[src/rtl/scan_mux_pkg.sv]
// Shared types and constants for the scanning channel multiplexer.
package scan_mux_pkg;

    typedef enum logic [1:0] {
        IDLE = 2'd0,
        MAN  = 2'd1,
        SCAN = 2'd2
    } state_t;

    localparam logic MODE_MAN  = 1'b0;
    localparam logic MODE_SCAN = 1'b1;

    // Select width: a one-bit select is kept even for degenerate channel counts.
    function automatic int sel_w(input int n);
        return (n <= 2) ? 1 : $clog2(n);
    endfunction

endpackage

[src/rtl/scan_mux_if.sv]
// Control/data bundle between the integrating level and scan_mux.
interface scan_mux_if #(
    parameter int WIDTH = 2,
    parameter int CH    = 4
);
    import scan_mux_pkg::*;
    localparam int SW = sel_w(CH);

    logic [CH*WIDTH-1:0] din;
    logic [SW-1:0]       sel;
    logic                mode;
    logic                en;
    logic [WIDTH-1:0]    dout;
    logic [SW-1:0]       ch_out;
    logic                valid;
    logic                wrap;

    modport master (output din, sel, mode, en, input dout, ch_out, valid, wrap);
    modport slave  (input din, sel, mode, en, output dout, ch_out, valid, wrap);
endinterface

[src/rtl/scan_mux_slice.sv]
// Combinational CH:1 channel selector; o_legal flags an in-range select.
module mux_slice
    import scan_mux_pkg::*;
#(
    parameter int WIDTH = 2,
    parameter int CH    = 4,
    localparam int SW   = sel_w(CH)
) (
    input  logic [CH*WIDTH-1:0] i_din,
    input  logic [SW-1:0]       i_sel,
    output logic [WIDTH-1:0]    o_dout,
    output logic                o_legal
);

    always_comb begin
        o_dout  = '0;
        o_legal = 1'b0;
        for (int k = 0; k < CH; k++) begin
            if (i_sel == SW'(k)) begin
                o_dout  = i_din[k*WIDTH +: WIDTH];
                o_legal = 1'b1;
            end
        end
    end

endmodule

[src/rtl/scan_mux.sv]
// Registered channel multiplexer with manual select and dwell-timed auto-scan.
module scan_mux
    import scan_mux_pkg::*;
#(
    parameter int WIDTH = 2,
    parameter int CH    = 4,
    parameter int DWELL = 8
) (
    input  logic       clk,
    input  logic       rst_n,
    scan_mux_if.slave  bus
);

    localparam int SW = sel_w(CH);
    localparam int DW = (DWELL > 1) ? $clog2(DWELL) : 1;
    localparam logic [SW-1:0] CH_LAST = SW'(CH - 1);
    localparam logic [DW-1:0] DW_LAST = DW'(DWELL - 1);

    state_t           r_state, w_state_nxt;
    logic [SW-1:0]    r_cur, r_ch;
    logic [DW-1:0]    r_dw;
    logic [WIDTH-1:0] r_dout;
    logic             r_valid, r_wrap;

    logic [SW-1:0]    w_cur, w_cur_nxt, w_idx;
    logic [DW-1:0]    w_dw, w_dw_nxt;
    logic             w_term, w_legal, w_sel_legal;
    logic [WIDTH-1:0] w_mux;

    always_comb begin
        w_state_nxt = r_state;
        if (bus.en)
            w_state_nxt = (bus.mode == MODE_SCAN) ? SCAN : MAN;
    end

    // Entering scan from MAN starts at the manual channel; from IDLE at 0.
    always_comb begin
        w_cur = r_cur;
        w_dw  = r_dw;
        if (r_state != SCAN) begin
            w_dw  = '0;
            w_cur = (r_state == MAN && w_sel_legal) ? bus.sel : '0;
        end
        w_term    = (w_dw == DW_LAST);
        w_dw_nxt  = w_term ? '0 : w_dw + 1'b1;
        w_cur_nxt = w_cur;
        if (w_term)
            w_cur_nxt = (w_cur == CH_LAST) ? '0 : w_cur + 1'b1;
        w_idx = (bus.mode == MODE_SCAN) ? w_cur : bus.sel;
    end

    assign w_sel_legal = ({1'b0, bus.sel} <= {1'b0, CH_LAST});

    mux_slice #(.WIDTH(WIDTH), .CH(CH)) u_mux (
        .i_din   (bus.din),
        .i_sel   (w_idx),
        .o_dout  (w_mux),
        .o_legal (w_legal)
    );

    always_ff @(posedge clk or negedge rst_n) begin
        if (!rst_n) begin
            r_state <= IDLE;
            r_cur   <= '0;
            r_dw    <= '0;
            r_dout  <= '0;
            r_ch    <= '0;
            r_valid <= 1'b0;
            r_wrap  <= 1'b0;
        end else begin
            r_state <= w_state_nxt;
            r_wrap  <= 1'b0;
            if (bus.en) begin
                if (bus.mode == MODE_SCAN) begin
                    r_dout  <= w_mux;
                    r_ch    <= w_cur;
                    r_valid <= 1'b1;
                    r_cur   <= w_cur_nxt;
                    r_dw    <= w_dw_nxt;
                    // Channel 0 at count 0 while already scanning only follows a wrap.
                    r_wrap  <= (r_state == SCAN) && (r_cur == '0) && (r_dw == '0);
                end else begin
                    r_dw <= '0;
                    if (w_legal) begin
                        r_dout  <= w_mux;
                        r_ch    <= bus.sel;
                        r_valid <= 1'b1;
                    end else begin
                        r_dout  <= '0;
                        r_valid <= 1'b0;
                    end
                end
            end
        end
    end

    assign bus.dout   = r_dout;
    assign bus.ch_out = r_ch;
    assign bus.valid  = r_valid;
    assign bus.wrap   = r_wrap;

endmodule

[src/flat_wrapper.sv]
// flat-port wrapper written by rule: the top's interface ports become plain ports
module scan_mux_flat import scan_mux_pkg::*;
#(
    parameter int WIDTH = 2,
    parameter int CH    = 4,
    parameter int DWELL = 8
)
  (clk, rst_n, bus_din, bus_sel, bus_mode, bus_en, bus_dout, bus_ch_out, bus_valid, bus_wrap);
  scan_mux_if #(.WIDTH(WIDTH), .CH(CH)) bus_i ();
  input  logic clk;
  input  logic rst_n;
  input wire logic [$bits(bus_i.din)-1:0] bus_din;
  input wire logic [$bits(bus_i.sel)-1:0] bus_sel;
  input wire logic [$bits(bus_i.mode)-1:0] bus_mode;
  input wire logic [$bits(bus_i.en)-1:0] bus_en;
  output wire logic [$bits(bus_i.dout)-1:0] bus_dout;
  output wire logic [$bits(bus_i.ch_out)-1:0] bus_ch_out;
  output wire logic [$bits(bus_i.valid)-1:0] bus_valid;
  output wire logic [$bits(bus_i.wrap)-1:0] bus_wrap;
  assign bus_i.din = bus_din;
  assign bus_i.sel = bus_sel;
  assign bus_i.mode = bus_mode;
  assign bus_i.en = bus_en;
  assign bus_dout = bus_i.dout;
  assign bus_ch_out = bus_i.ch_out;
  assign bus_valid = bus_i.valid;
  assign bus_wrap = bus_i.wrap;
  scan_mux #(.WIDTH(WIDTH), .CH(CH), .DWELL(DWELL)) u_core (.clk(clk), .rst_n(rst_n), .bus(bus_i));
endmodule
[config.mk]
export PLATFORM = sky130hd
export DESIGN_NAME = scan_mux_flat
export DESIGN_NICKNAME = d
export VERILOG_FILES = /design/src/rtl/scan_mux_pkg.sv /design/src/rtl/scan_mux_if.sv /design/src/rtl/scan_mux_slice.sv /design/src/rtl/scan_mux.sv /design/src/flat_wrapper.sv
export SDC_FILE = /design/constraint.sdc
export NUM_CORES = 1
export LEC_CHECK = 0
export ABC_AREA = 1
export ABC_CLOCK_PERIOD_IN_PS = 1550
export BUFFER_PORTS_ARGS = -buffer_cell sky130_fd_sc_hd__buf_2
export CAP_MARGIN = 40
export CELL_PAD_IN_SITES_DETAIL_PLACEMENT = 1
export CELL_PAD_IN_SITES_GLOBAL_PLACEMENT = 1
export CORE_UTILIZATION = 35
export CTS_CLUSTER_DIAMETER = 30
export DETAILED_ROUTE_END_ITERATION = 6
export PLACE_DENSITY_LB_ADDON = 0.15
export SLEW_MARGIN = 30
export SYNTH_ARGS = -nofsm -noshare
export SYNTH_HDL_FRONTEND = slang
export SYNTH_SLANG_ARGS = --single-unit
[constraint.sdc]
create_clock -name clk -period 1.55 [get_ports clk]
set_input_delay 0.155 -clock clk [delete_from_list [all_inputs] [get_ports clk]]
set_output_delay 0.155 -clock clk [all_outputs]
set_load 0.02 [all_outputs]
==> results.cfg <==
[grt]
grt_pass1_wl_um = 2800
grt_pass1_vias = 637
grt_max_degree = 14
overflow = 0
grt_usage_pct = 18.3
grt_antenna_before_repair = 0

[clock_tree]
clk_pin_slew_worst_paths_ns = 0.08
clock-sinks = 13
ctsRootBufferMaster = clkbuf_4
cts_tree = done
cts_max_level = 1
clockBufferDepth = 2
cts_made_buffers = 3
worstSkewPairLatency_ns = 0.28

[critical_path]
arrival_ns = 1.59
critPathBufInv = 3
cp-start-kind = flop
path_class = flop to flop
path_cells = buf_4 -> inv_2 -> nand3_2 -> nand2_1 -> nand2_2 -> nand2_2 -> nand3b_1 -> nand2_1 -> inv_1 -> nand2_1 -> nand2_1
critPathMaxStageDelay_ns = 0.39
reg2reg_to = u_core.bus.dout[0]
worstPathMaxFanout = 3
worstRegToRegCells = 11
crit_path_end_kind = flop
r2r_start = u_core.r_state[0]
required_ns = 1.72
path_common_cell = nand2_1
reg2reg_slack_ns = 0.13
crit_family = simple AND/OR/NAND/NOR gates
critical_path.slowest_cell = dfrtp_1

[synth]
synth_top_family_by_area = simple AND/OR/NAND/NOR gates
synth.distinct_cells = 19
synth-seq-cells = 13
syn-num-nets = 108
synth_area_leader_cell = dfrtp_1
synthTopCellsByArea = dfrtp_1 45%, nand2_1 10%, nand3_1 9.6%, o21ai_1 4.8%, inv_1 4.6%
synth_adder_area_share_pct = 3.43
yosys-mux-area-fraction_pct = 0
synth_area_um2 = 729
synth-compound-area-share_pct = 7.89
ys_seq_area_share_pct = 44.6
synth_cells = 92
synth_xor_area_share_pct = 0
synthSimpleGateAreaFrac_pct = 36.4
syn_area_per_cell_um2 = 7.93
yosysWarnings = 0
synth_top_area_share_pct = 44.6

[timing]
setup_tns_ns = 0
setup_slack_ns = 0.126
tightest_slew_ns = 0.295
maxSlewViolCount = 0
fin_crit_ns = 1.42
post-route-period-util_pct = 91.9
finalSetupViolations = 0
skew_ns = 0.00594
rsz0062_at_grt = false
timing.fmax_ghz = 0.702
hold_violations = 0
max_slew_margin_pct = 80.4

[detailed_routing]
drc_errors = 0
drt_wl_total_um = 1740
dr_wl_met2_um = 811
drt_iter0_drc = 3
vias = 688
route.met3.wl_um = 46
via_per_inst = 4.74
wl_per_cell_um = 12.0
top_layer = met4
wirelength_met1_um = 855
ant_nets = 0
dr.pass1.iters = 4

[floorplan]
design.die.area_um2 = 2270
start_util_pct = 37.2
rows = 16
io_pins = 20
coreArea_um2 = 1960
die_x_um = 47.7
die_h_um = 47.7

[pwr]
p_comb_share_pct = 24.6
ir_drop_uv = 501
clock_power_share_pct = 26.4
power.switching_w = 0.000254
p_seq_share_pct = 49.0
netSwitchingFraction_pct = 31.9
power_density_nw_per_um2 = 869
internal-power_w = 0.000542
p_leak_nw = 0.475

[job]
maxCapViolCount = 0

[cells_and_area]
seqCellArea_um2 = 325
fillers = 284
area_growth_pct = 25.6
final_nets = 135
final_cell_mix = 19 x nand2_1, 19 x buf_2, 14 x nand3_1, 13 x dfrtp_1, 8 x inv_1
multiInputGateArea_um2 = 358
antenna_cells = 0
drive_gt1_share_pct = 36.4
post-route-util_pct = 46.7

[worst_hold_path]
min_from = bus_en
worstHoldPathType = input port to flop
worstHoldPathCells = 2
holdPathEnd = u_core.r_dw[2]

[place]
finalWeightedCongestion = 0.790
dp_slack_ns = -0.00262
port_buffers = 19
dp_hpwl_um = 1370

[outcome]
outcome = finished clean
==> cell families (layout without fill, tap and decap cells) <==
family | after synthesis | after routing
and+or+nand+nor | 53 | 53
AOI/OAI and AO/OA | 11 | 11
DFF | 13 | 13
adders and majority gates | 2 | 2
buffers and inverters | 13 | 39
==> power groups by stage <==
| stage | clock network, W | logic, W | registers, W |
|---|---|---|---|
| final | 0.000210 | 0.000195 | 0.000390 |
| after global routing | 0.000241 | 0.000221 | 0.000394 |
| after CTS | 0.000220 | 0.000190 | 0.000390 |
| after detailed placement | 0 | 0.000182 | 0.000398 |
| after global placement | 0 | 0.000179 | 0.000397 |
| after floorplan | 0 | 0.0000938 | 0.000415 |
==> metrics by stage <==
stage	instances	hold slack [ns]	instance area [µm²]	power (W)
2_1_floorplan	92	-0.141	729	0.000509
3_3_place_gp	138	0.0542	855	0.000575
3_5_place_dp	138	0.0586	855	0.000580
4_1_cts	144	0.208	898	0.000799
5_1_grt	145	0.203	916	0.000857
6_report	145	0.208	916	0.000796
==> cell type report <==
cell class / instances / area share, %
multi-input cells: 66 / 39.1
clock buffers: 4 / 2.87
flip-flops and latches: 13 / 35.5
inverters: 12 / 4.92
well taps: 27 / 3.69
repair buffers: 23 / 13.9
==> how the worst max path moves through the flow <==
stage                      start            endpoint  cells past startpoint
2_1_floorplan  u_core.r_state[1]     u_core.r_cur[1]                     10
3_3_place_gp   u_core.r_state[1]     u_core.r_cur[1]                     10
3_5_place_dp   u_core.r_state[1]     u_core.r_cur[1]                     10
4_1_cts        u_core.r_state[1]     u_core.r_cur[1]                     10
5_1_grt        u_core.r_state[0]  u_core.bus.dout[0]                     11
6_report       u_core.r_state[0]  u_core.bus.dout[0]                     11
==> synthesized netlist by cell type (all sizes together) <==
master	instances
a21oi	1
o21ai	8
nand3	17
inv	12
o22ai	1
nor4	1
buf	1
nand2	25
nand3b	1
dfrtp	13
a31oi	1
ha	2
nor2	7
or2	2
==> per-layer routing <==
metal	global-route usage, %	vias to the layer above
li1	-	355
met1	24.7	318
met2	28.5	11
met3	3.40	4
met4	8.33	0
met5	0	-
==> flip-flops by register name, indices dropped and copies added, names as in the netlist <==
signal	flops
u_core.r_state	2
u_core.bus.wrap	1
u_core.bus.dout	2
u_core.r_cur	2
u_core.r_dw	3
u_core.bus.ch_out	2
u_core.bus.valid	1
==> repair_timing <==
item,4_1_cts,5_1_grt
endpoints found under the setup margin,1,2
hold buffers,1,0
hold endpoints to repair,13,0
buffers inserted,1,1
resized for setup,0,5
No activity file was read; power rests on OpenSTA's default activity.
